<file path="config.mk">
export PLATFORM = sky130hd
export DESIGN_NAME = id_addr_decode
export DESIGN_NICKNAME = d
export VERILOG_FILES = /design/src/rtl/id_addr_decode.sv
export SDC_FILE = /design/constraint.sdc
export NUM_CORES = 1
export LEC_CHECK = 0
export BUFFER_PORTS_ARGS = -buffer_cell sky130_fd_sc_hd__buf_2
export CAP_MARGIN = 20
export CELL_PAD_IN_SITES_DETAIL_PLACEMENT = 1
export CELL_PAD_IN_SITES_GLOBAL_PLACEMENT = 2
export CORE_ASPECT_RATIO = 0.8
export CORE_MARGIN = 8
export CORE_UTILIZATION = 23
export CTS_CLUSTER_DIAMETER = 60
export DETAILED_ROUTE_END_ITERATION = 8
export GPL_TIMING_DRIVEN = 0
export PLACE_DENSITY_LB_ADDON = 0.1
export SYNTH_ARGS = -nofsm -noshare
export SYNTH_HDL_FRONTEND = slang
export SYNTH_SLANG_ARGS = --single-unit
</file>
<file path="constraint.sdc">
create_clock -name clk_i -period 2.58 [get_ports clk_i]
set_input_delay 0.516 -clock clk_i [delete_from_list [all_inputs] [get_ports clk_i]]
set_output_delay 0.516 -clock clk_i [all_outputs]
set_load 0.005 [all_outputs]
</file>
<file path="src/rtl/id_addr_decode.sv">
// Registered rule-table decoder: maps an address/ID to a target index via range or NAPOT rules.
// Optional simulation checks are enabled with the ID_ADDR_DECODE_ASSERT_EN macro.
module id_addr_decode #(
  parameter int NoIndices = 1,
  parameter int NoRules   = 1,
  parameter int AddrWidth = 32,
  parameter int Napot     = 0,
  localparam int IdxWidth = (NoIndices > 1) ? $clog2(NoIndices) : 1,
  localparam int RuleW    = IdxWidth + 2*AddrWidth
) (
  input  logic                       clk_i,
  input  logic                       rst_ni,
  input  logic                       valid_i,
  input  logic [AddrWidth-1:0]       addr_i,
  input  logic [NoRules*RuleW-1:0]   addr_map_i,
  input  logic [IdxWidth-1:0]        default_idx_i,
  input  logic                       en_default_idx_i,
  output logic                       valid_o,
  output logic [IdxWidth-1:0]        idx_o,
  output logic                       dec_valid_o,
  output logic                       dec_error_o
);

  // In NAPOT mode the start field is the base and the end field is the mask.
  function automatic logic rule_match(input logic [AddrWidth-1:0] addr,
                                      input logic [AddrWidth-1:0] start_addr,
                                      input logic [AddrWidth-1:0] end_addr);
    if (Napot != 0)
      return (addr & end_addr) == (start_addr & end_addr);
    else
      return (addr >= start_addr) && ((addr < end_addr) || (end_addr == '0));
  endfunction

  logic                hit_p0;
  logic [IdxWidth-1:0] hit_idx_p0;
  logic [IdxWidth-1:0] idx_nxt_p0;
  logic                dec_valid_nxt_p0;
  logic                dec_error_nxt_p0;

  logic                vld_p1;
  logic [IdxWidth-1:0] idx_p1;
  logic                dec_valid_p1;
  logic                dec_error_p1;

  // Stage p0: rule evaluation; later rules override earlier ones.
  always_comb begin
    hit_p0     = 1'b0;
    hit_idx_p0 = '0;
    for (int r = 0; r < NoRules; r++) begin
      if (rule_match(addr_i,
                     addr_map_i[r*RuleW + AddrWidth +: AddrWidth],
                     addr_map_i[r*RuleW +: AddrWidth])) begin
        hit_p0     = 1'b1;
        hit_idx_p0 = addr_map_i[r*RuleW + 2*AddrWidth +: IdxWidth];
      end
    end
  end

  always_comb begin
    idx_nxt_p0       = '0;
    dec_valid_nxt_p0 = 1'b0;
    dec_error_nxt_p0 = 1'b0;
    if (hit_p0) begin
      idx_nxt_p0       = hit_idx_p0;
      dec_valid_nxt_p0 = 1'b1;
    end else if (en_default_idx_i) begin
      idx_nxt_p0       = default_idx_i;
    end else begin
      dec_error_nxt_p0 = 1'b1;
    end
  end

  // Stage p1: output registers; decode fields hold while no request is presented.
  always_ff @(posedge clk_i) begin
    if (!rst_ni) begin
      vld_p1       <= 1'b0;
      idx_p1       <= '0;
      dec_valid_p1 <= 1'b0;
      dec_error_p1 <= 1'b0;
    end else begin
      vld_p1 <= valid_i;
      if (valid_i) begin
        idx_p1       <= idx_nxt_p0;
        dec_valid_p1 <= dec_valid_nxt_p0;
        dec_error_p1 <= dec_error_nxt_p0;
      end
    end
  end

  assign valid_o     = vld_p1;
  assign idx_o       = idx_p1;
  assign dec_valid_o = dec_valid_p1;
  assign dec_error_o = dec_error_p1;

`ifdef ID_ADDR_DECODE_ASSERT_EN
  if (NoRules == 0 || NoIndices == 0) begin : g_param_chk
    $fatal(1, "id_addr_decode: NoRules and NoIndices must be non-zero");
  end

  always @(posedge clk_i) begin
    if (rst_ni && valid_i) begin : chk_blk
      int n_hit;
      n_hit = 0;
      for (int r = 0; r < NoRules; r++) begin
        if (int'(addr_map_i[r*RuleW + 2*AddrWidth +: IdxWidth]) >= NoIndices)
          $error("id_addr_decode: rule %0d idx out of range", r);
        if (Napot == 0 && addr_map_i[r*RuleW +: AddrWidth] != '0 &&
            addr_map_i[r*RuleW + AddrWidth +: AddrWidth] > addr_map_i[r*RuleW +: AddrWidth])
          $error("id_addr_decode: rule %0d start above end", r);
        if (rule_match(addr_i, addr_map_i[r*RuleW + AddrWidth +: AddrWidth],
                       addr_map_i[r*RuleW +: AddrWidth]))
          n_hit++;
      end
      if (n_hit > 1)
        $warning("id_addr_decode: %0d overlapping rules match address %0h", n_hit, addr_i);
    end
  end
`else
  // Synthesis builds carry no checking logic.
`endif

endmodule

</file>
==> impl_metrics.json, run 1 <==
{
  "ir_drop_mv": 0.127,
  "syn_area_per_cell_um2": 7.40,
  "finalCritPeriodShare_pct": 90.5,
  "clkTransAtPathRegs_ns": 0.03,
  "cts_tree": "built",
  "final_area_um2": 2560,
  "area_growth_pct": 38.3,
  "max_freq_mhz": 428,
  "dr.first_iter.drc_count": 17,
  "grt_first_pass_wirelength_um": 10100,
  "routabilityCongestion": 0.710,
  "ys_seq_elements": 4,
  "dieArea_um2": 11200,
  "worst_slack_ns": 0.245,
  "synth_cell_types": 36,
  "skew_ns": 0,
  "cp.required_ns": 2.69,
  "grt_max_degree": 8,
  "port_buffers": 105,
  "final_nets": 525,
  "cp_max_fo": 4,
  "die_w_um": 116,
  "leakage_nw": 1.51,
  "clk_path_buf_depth": 2,
  "cp-startpoint": "addr_i[0]",
  "synthTopCellsByArea": "ha_1 (43%), inv_1 (13%), a21oi_1 (4.6%), dfxtp_1 (4.3%), o21ai_0 (3.2%)",
  "htree_levels": 1,
  "num_vias": 2043,
  "crit_end": "dec_valid_o$_SDFFE_PN0P_",
  "pre_cts_ws_ns": -0.140,
  "cts_root_buffer": "clkbuf_8",
  "rrSetupSlack_ns": 1.90,
  "synth_common_cells": "inv_1 (66), ha_1 (63), a21oi_1 (17), nand2_1 (13), o21ai_0 (12)",
  "fin_crit_ns": 2.33,
  "fillers": 1028,
  "fp.dieH_um": 96.2,
  "antenna_cells": 0,
  "drtAntennaViolNets": 0,
  "synth_edf_count": 0,
  "cp-start-kind": "input pin",
  "core_um2": 7870,
  "min_path_type": "register to register",
  "avgRoutedWirePerCell_um": 13.7,
  "setup_viol": 0,
  "post-synth-top-count-cell": "inv_1",
  "hold_viol": 0,
  "worst_pin_slew_ns": 0.471,
  "maxCapViolCount": 0,
  "drc_errors": 0,
  "vias_per_cell": 4.38,
  "reg2regPathDepth": 2,
  "crit_path_end_kind": "register",
  "grt_pass1_vias": 2219,
  "synth_cells": 250,
  "yosys.area.top_type": "ha_1",
  "clkLatencyLatePin_ns": 0.22,
  "worstSetupPathType": "input pin to register",
  "drive_gt1_share_pct": 32.4,
  "ys_seq_area_share_pct": 4.33,
  "grt_setup_unrepaired": "false",
  "p_per_area_nw_per_um2": 217,
  "initial_utilization_pct": 23.5,
  "total_power_mw": 0.556,
  "drt-total-wl_um": 6410,
  "io-pin-count": 106,
  "synth_top_cell_area_share_pct": 42.6,
  "cts.sinks": 4,
  "status": "completed",
  "globalRouteOverflowTotal": 0,
  "dpl.hpwl_um": 6210,
  "yosys_warnings": 0,
  "r2r_end": "dec_valid_o$_SDFFE_PN0P_",
  "finalMaxSlewViolations": 0,
  "synth_area_um2": 1850,
  "maxSlewHeadroom_pct": 68.3,
  "arrival_ns": 2.44,
  "numCtsBuffers": 3,
  "num_rows": 29,
  "grt_usage_pct": 11.1,
  "synth_nets": 415,
  "cts_hold_buf": 0,
  "first_pass_iters": 4,
  "async_flop_share_pct": 0,
  "place_area_um2": 2510,
  "synth_ff_type": "dfxtp_1",
  "antenna_found_initial": 1,
  "reg2reg_from": "dec_valid_o$_SDFFE_PN0P_"
}
## metal layers
layer	global-route usage, %	wire length (µm)	part of all wire (%)
met4	1.61	30	0.47
met3	3.51	578	9.0
met2	17.4	2590	40
met5	0	13	0.20
met1	15.0	3190	50
## area by class of cell
cell class,instances,area (µm²),share of cell area (%)
Multi-Input combinational cell,180,1530,59.8
Timing Repair Buffer,105,526,20.5
Inverter,66,248,9.68
Tap cell,108,135,5.28
Sequential cell,4,80.1,3.13
Clock buffer,3,41.3,1.61
## timing repair
| action | 4_1_cts | 5_1_grt |
|---|---|---|
| gates resized for setup | 0 | 1 |
| setup buffers | 0 | 0 |
| setup endpoints to repair | 0 | 2 |
## where the power goes
| part | switching, mW | internal [mW] | total [mW] |
|---|---|---|---|
| clock network | 0.0327 | 0.0995 | 0.132 |
| registers | 0.00140 | 0.0665 | 0.0679 |
| logic | 0.183 | 0.172 | 0.356 |
| total | 0.218 | 0.338 | 0.556 |
## metrics by stage
step	util, %	hold WS (ns)	std cells	setup TNS, ns
2_1_floorplan	-	0.465	250	0
3_3_place_gp	31.9	0.458	463	-0.283
3_5_place_dp	31.9	0.460	463	-0.311
4_1_cts	32.4	0.466	466	0
5_1_grt	32.5	0.513	466	0
6_report	32.5	0.463	466	0
## registers in the layout, indices dropped and copies added (netlist names)
signal	cells
valid_o	1
dec_error_o	1
dec_valid_o	1
idx_o	1
## cell families after synthesis
kind of cell	count (synthesis)	synth area share, %
AOI/OAI and AO/OA	59	22.7
adders and majority gates	63	42.6
buffers and inverters	66	13.4
DFF	4	4.33
and+or+nand+nor	58	17.0
## worst min path at each step
stage / start / endpoint / depth (start not counted) / slack (ns)
finish: dec_error_o$_SDFFE_PN0P_ / dec_error_o$_SDFFE_PN0P_ / 2 / 0.46
global route: dec_error_o$_SDFFE_PN0P_ / dec_error_o$_SDFFE_PN0P_ / 2 / 0.51
CTS: dec_error_o$_SDFFE_PN0P_ / dec_error_o$_SDFFE_PN0P_ / 2 / 0.47
detailed placement: dec_error_o$_SDFFE_PN0P_ / dec_error_o$_SDFFE_PN0P_ / 2 / 0.46
global placement: dec_error_o$_SDFFE_PN0P_ / dec_error_o$_SDFFE_PN0P_ / 2 / 0.46
floorplan: dec_error_o$_SDFFE_PN0P_ / dec_error_o$_SDFFE_PN0P_ / 2 / 0.46
## cells in the final DEF (no fill, tap or decap), types with 2 or more instances in the layout
cell type  netlist  final
buf_2            0    105
nor2_1           6      6
o211ai_1         2      2
o21ai_0         12     12
and4_1           2      2
dfxtp_1          4      4
clkbuf_8         0      3
nor4_1           8      8
nand3_1          5      5
nand2_1         13     13
ha_1            63     63
nand4_1          8      8
a21o_1           3      3
o21a_1           4      4
a21oi_1         17     17
inv_1           66     66
nor2b_1          2      2
nor3_1           6      6
a21oi_2          3      3
o2111ai_1        2      2
a211oi_1         3      3
nand2b_1         4      4
## worst max-delay path, stage by stage
cell and delay, ns:
buf_2 0.09, inv_1 0.04, ha_1 0.27, nand2b_1 0.15, a2111o_1 0.44, a221oi_2 0.32
o21ai_0 0.15, a21oi_2 0.21, nor3b_1 0.08, o21a_1 0.18
No activity file was read; power rests on OpenSTA's default activity.
==> inputs of run 2 (changes only) <==
Settings changed: MAX_ROUTING_LAYER from default to met4.
==> impl_metrics.json, run 2 (synthesis gave the netlist of run 1 again) <==
{
  "cp-start-kind": "input pin",
  "finalCritPeriodShare_pct": 90.6,
  "drc_errors": 0,
  "drt-total-wl_um": 6410,
  "skew_ns": 0,
  "first_pass_iters": 4,
  "layout_commonest_cell": "buf_2",
  "place_area_um2": 2510,
  "worstSetupPathType": "input pin to register",
  "port_buffers": 105,
  "maxSlewHeadroom_pct": 68.2,
  "die_w_um": 116,
  "clkTransAtPathRegs_ns": 0.03,
  "fp.dieH_um": 96.2,
  "final_nets": 525,
  "place_inst": 463,
  "cp_max_fo": 4,
  "cp.required_ns": 2.69,
  "post_cts_buffers": 0,
  "status": "completed",
  "routabilityCongestion": 0.718,
  "p_sw_mw": 0.218,
  "seqPwrFrac_pct": 12.2,
  "crit_path_end_kind": "register",
  "hold_viol": 0,
  "p_clk_share_pct": 23.8,
  "dieArea_um2": 11200,
  "clkLatencyLatePin_ns": 0.22,
  "cts_tree": "built",
  "drtAntennaViolNets": 0,
  "globalRouteOverflowTotal": 0,
  "cts_resized": 0,
  "numCtsBuffers": 3,
  "worst_pin_slew_ns": 0.473,
  "max_freq_mhz": 428,
  "grt_pass1_vias": 2226,
  "fillers": 1028,
  "maxCapViolCount": 0,
  "initial_utilization_pct": 23.5,
  "core_um2": 7870,
  "min_path_type": "register to register",
  "clk_path_buf_depth": 2,
  "arrival_ns": 2.45,
  "grt_max_degree": 8,
  "setup_viol": 0,
  "worst_slack_ns": 0.243,
  "total_power_mw": 0.556,
  "leakage_nw": 1.51,
  "grt_first_pass_wirelength_um": 10000,
  "drive_gt1_share_pct": 32.4,
  "switching_share_pct": 39.2,
  "grt_setup_unrepaired": "false",
  "whs_ns": 0.463,
  "num_vias": 2045,
  "final_area_um2": 2560,
  "cts_hold_buf": 0,
  "cts.sinks": 4,
  "final_cell_mix": "buf_2 (105), inv_1 (66), ha_1 (63), a21oi_1 (17), nand2_1 (13)",
  "area_growth_pct": 38.4,
  "pre_cts_ws_ns": -0.140,
  "io-pin-count": 106,
  "max_stage_delay_ns": 0.44,
  "vias_per_cell": 4.38,
  "dr.first_iter.drc_count": 17,
  "cts_root_buffer": "clkbuf_8",
  "antenna_found_initial": 1,
  "p_per_area_nw_per_um2": 217,
  "combPwrFrac_pct": 64.0,
  "fin_util_pct": 32.5,
  "p_int_mw": 0.338,
  "grt_usage_pct": 11.5,
  "htree_levels": 1,
  "finalMaxSlewViolations": 0,
  "path_cells": "buf_2 -> inv_1 -> ha_1 -> nand2b_1 -> a2111o_1 -> a221oi_2 -> o21ai_0 -> a21oi_2 -> nor3b_1 -> o21a_1",
  "cp_slowest_cell": "a2111o_1",
  "num_rows": 29,
  "avgRoutedWirePerCell_um": 13.7,
  "setup_tns_ns": 0,
  "dpl.hpwl_um": 6210,
  "ir_drop_mv": 0.127,
  "fin_crit_ns": 2.34,
  "final_cells": 467
}
[run 2: power by group through the flow]
stage / sequential, mW / combinational [mW] / clock [mW]
final: 0.0679 / 0.356 / 0.132
after global routing: 0.0684 / 0.415 / 0.141
after CTS: 0.0679 / 0.364 / 0.137
after detailed placement: 0.0687 / 0.361 / 0
after global placement: 0.0687 / 0.356 / 0
after floorplan: 0.0694 / 0.198 / 0
[run 2: layout make-up]
class	instances	area, µm²	area share [%]
antenna	1	2.50	0.0977
clock buffer	3	41.3	1.61
inverter	66	248	9.67
multi-input combinational	180	1530	59.7
sequential	4	80.1	3.13
tap	108	135	5.28
timing repair buffer	105	526	20.5
[run 2: path summary, 6_finish.rpt]
path                            startpoint                       end  slack (ns)  depth (start not counted)
hold / removal    dec_error_o$_SDFFE_PN0P_  dec_error_o$_SDFFE_PN0P_        0.46                          2
setup / recovery                 addr_i[0]  dec_valid_o$_SDFFE_PN0P_        0.24                         10
hold reg to reg   dec_error_o$_SDFFE_PN0P_  dec_error_o$_SDFFE_PN0P_        0.46                          2
setup reg to reg  dec_valid_o$_SDFFE_PN0P_  dec_valid_o$_SDFFE_PN0P_        1.90                          2
[run 2: worst max-delay path, delay by kind of cell]
| family | cells | cell delay [ns] |
|---|---|---|
| AO/OA/AOI/OAI | 5 | 1.30 |
| adder cells (fa/ha/maj) | 1 | 0.27 |
| AND/OR/NAND/NOR | 2 | 0.22 |
| buffers and inverters | 2 | 0.13 |
[run 2: per-layer routing]
| metal | vias up | track usage, % | routed length (µm) | part of all wire [%] |
|---|---|---|---|---|
| li1 | 1106 | - | - | - |
| met4 | 0 | 1.61 | 30 | 0.47 |
| met5 | - | - | 0 | 0 |
| met3 | 3 | 1.88 | 393 | 6.1 |
| met2 | 57 | 17.4 | 2590 | 40 |
| met1 | 879 | 15.9 | 3390 | 53 |
==> inputs of run 3 (changes only) <==
Settings changed: ABC_AREA from default to 1, CORE_UTILIZATION 23 to 22.
==> impl_metrics.json, run 3 <==
{
  "cts.sinks": 4,
  "skew_ns": 0,
  "maxCapViolCount": 0,
  "leakage_nw": 1.69,
  "async_flop_share_pct": 0,
  "synth_edf_count": 0,
  "whs_ns": 0.462,
  "synth_nets": 466,
  "numCtsBuffers": 3,
  "finalMaxSlewViolations": 0,
  "ir_drop_mv": 0.166,
  "grt_setup_unrepaired": "false",
  "worst_pin_slew_ns": 0.338,
  "layout_commonest_cell": "buf_2",
  "io-pin-count": 106,
  "setup_tns_ns": 0,
  "routabilityCongestion": 0.715,
  "yosys.area.top_type": "ha_1",
  "core_um2": 8410,
  "syn_area_per_cell_um2": 6.29,
  "synthTopCellsByArea": "ha_1 (42%), inv_1 (15%), nand2_1 (11%), a21oi_1 (8.2%), dfxtp_1 (4.2%)",
  "final_cell_mix": "buf_2 (105), inv_1 (78), ha_1 (63), nand2_1 (55), a21oi_1 (31)",
  "synth_cells": 301,
  "post-synth-top-count-cell": "inv_1",
  "worstSetupPathType": "input pin to register",
  "synth_top_cell_area_share_pct": 41.7,
  "worst_slack_ns": 0.755,
  "min_path_type": "register to register",
  "hold_viol": 0,
  "switching_share_pct": 39.7,
  "arrival_ns": 1.94,
  "cp.required_ns": 2.69,
  "final_nets": 576,
  "avgRoutedWirePerCell_um": 12.2,
  "ys_seq_elements": 4,
  "first_pass_iters": 4,
  "fin_util_pct": 30.9,
  "drtAntennaViolNets": 0,
  "status": "completed",
  "max_freq_mhz": 548,
  "cts_root_buffer": "clkbuf_8",
  "cp-start-kind": "input pin",
  "num_rows": 30,
  "port_buffers": 105,
  "grt_usage_pct": 10.8,
  "vias_per_cell": 4.15,
  "synth_common_cells": "inv_1 (78), ha_1 (63), nand2_1 (55), a21oi_1 (31), nor2_1 (18)",
  "synth_area_um2": 1890,
  "clkLatencyLatePin_ns": 0.21,
  "yosys_warnings": 0,
  "p_per_area_nw_per_um2": 208,
  "cts_tree": "built",
  "maxSlewHeadroom_pct": 77.3,
  "initial_utilization_pct": 22.5,
  "clk_path_buf_depth": 2,
  "seqPwrFrac_pct": 12.6,
  "p_int_mw": 0.326,
  "clkTransAtPathRegs_ns": 0.03,
  "p_clk_share_pct": 23.8,
  "fp.dieH_um": 98.9,
  "grt_pass1_vias": 2339,
  "antenna_cells": 0,
  "num_vias": 2161,
  "htree_levels": 1,
  "post_cts_buffers": 0,
  "die_w_um": 120,
  "p_sw_mw": 0.215,
  "drt-total-wl_um": 6340,
  "drc_errors": 0,
  "setup_viol": 0,
  "fin_crit_ns": 1.82,
  "pre_cts_ws_ns": 0.464,
  "cp_max_fo": 3,
  "antenna_found_initial": 0,
  "cts_hold_buf": 0,
  "globalRouteOverflowTotal": 0,
  "cts_resized": 0,
  "dpl.hpwl_um": 6190,
  "dr.first_iter.drc_count": 37,
  "ys_seq_area_share_pct": 4.23,
  "grt_max_degree": 7,
  "drive_gt1_share_pct": 29.6,
  "synth_ff_type": "dfxtp_1",
  "combPwrFrac_pct": 63.6,
  "grt_first_pass_wirelength_um": 10600,
  "area_growth_pct": 37.4,
  "synth_cell_types": 21,
  "crit_path_end_kind": "register",
  "rrSetupSlack_ns": 1.96,
  "dieArea_um2": 11800,
  "finalCritPeriodShare_pct": 70.7
}
-- run 3: kinds of logic after synthesis --
| kind of cell | synth area share [%] |
|---|---|
| simple gates | 24.7 |
| buf+inv | 16.7 |
| fa+ha+maj | 41.7 |
| compound gates | 12.7 |
| flops | 4.23 |
-- run 3: metal layers --
metal	vias up	GRT usage [%]	part of all wire, %	wire, µm
met4	0	0.287	0.13	8
met5	-	-	0	0
met3	2	2.23	4.7	299
met1	910	16.0	56	3520
li1	1188	-	-	-
met2	61	15.4	40	2510
-- run 3: cell type report --
class | instances | area [µm²]
timing repair buffer | 105 | 526
fill | 1142 | 5810
multi-input combinational | 213 | 1500
clock buffer | 3 | 41.3
sequential | 4 | 80.1
tap | 112 | 140
inverter | 84 | 315
-- run 3: worst paths after layout --
check / start / endpoint / cells after the start
max: addr_i[15] / idx_o$_SDFFE_PN0P_ / 15
min: dec_error_o$_SDFFE_PN0P_ / dec_error_o$_SDFFE_PN0P_ / 2
max reg2reg: idx_o$_SDFFE_PN0P_ / idx_o$_SDFFE_PN0P_ / 4
min reg2reg: dec_error_o$_SDFFE_PN0P_ / dec_error_o$_SDFFE_PN0P_ / 2
-- run 3: worst max-delay path, cell delays in order --
cell and delay (ns):
buf_2 0.12, ha_1 0.29, nand2_1 0.07, nor2_1 0.17, nand4_1 0.15, inv_1 0.11
nand2_1 0.05, nand2_1 0.05, nand2_1 0.06, nand3_2 0.07, nand2_2 0.07, nand2_1 0.06
nand3_1 0.06, nand2_1 0.06, inv_1 0.03
-- run 3: metrics by stage --
| stage | power, mW | std cells | instance area [µm²] |
|---|---|---|---|
| 3_5_place_dp | 0.421 | 518 | 2560 |
| 5_1_grt | 0.621 | 521 | 2600 |
| 2_1_floorplan | 0.268 | 301 | 1890 |
| 4_1_cts | 0.557 | 521 | 2600 |
| 6_report | 0.542 | 521 | 2600 |
| 3_3_place_gp | 0.413 | 518 | 2560 |
-- run 3: power groups by stage --
stage               registers (mW)  logic (mW)  clock network (mW)
CTS                         0.0685       0.355               0.133
floorplan                   0.0696       0.198                   0
finish                      0.0685       0.344               0.129
global route                0.0686       0.412               0.141
global placement            0.0693       0.344                   0
detailed placement          0.0693       0.352                   0
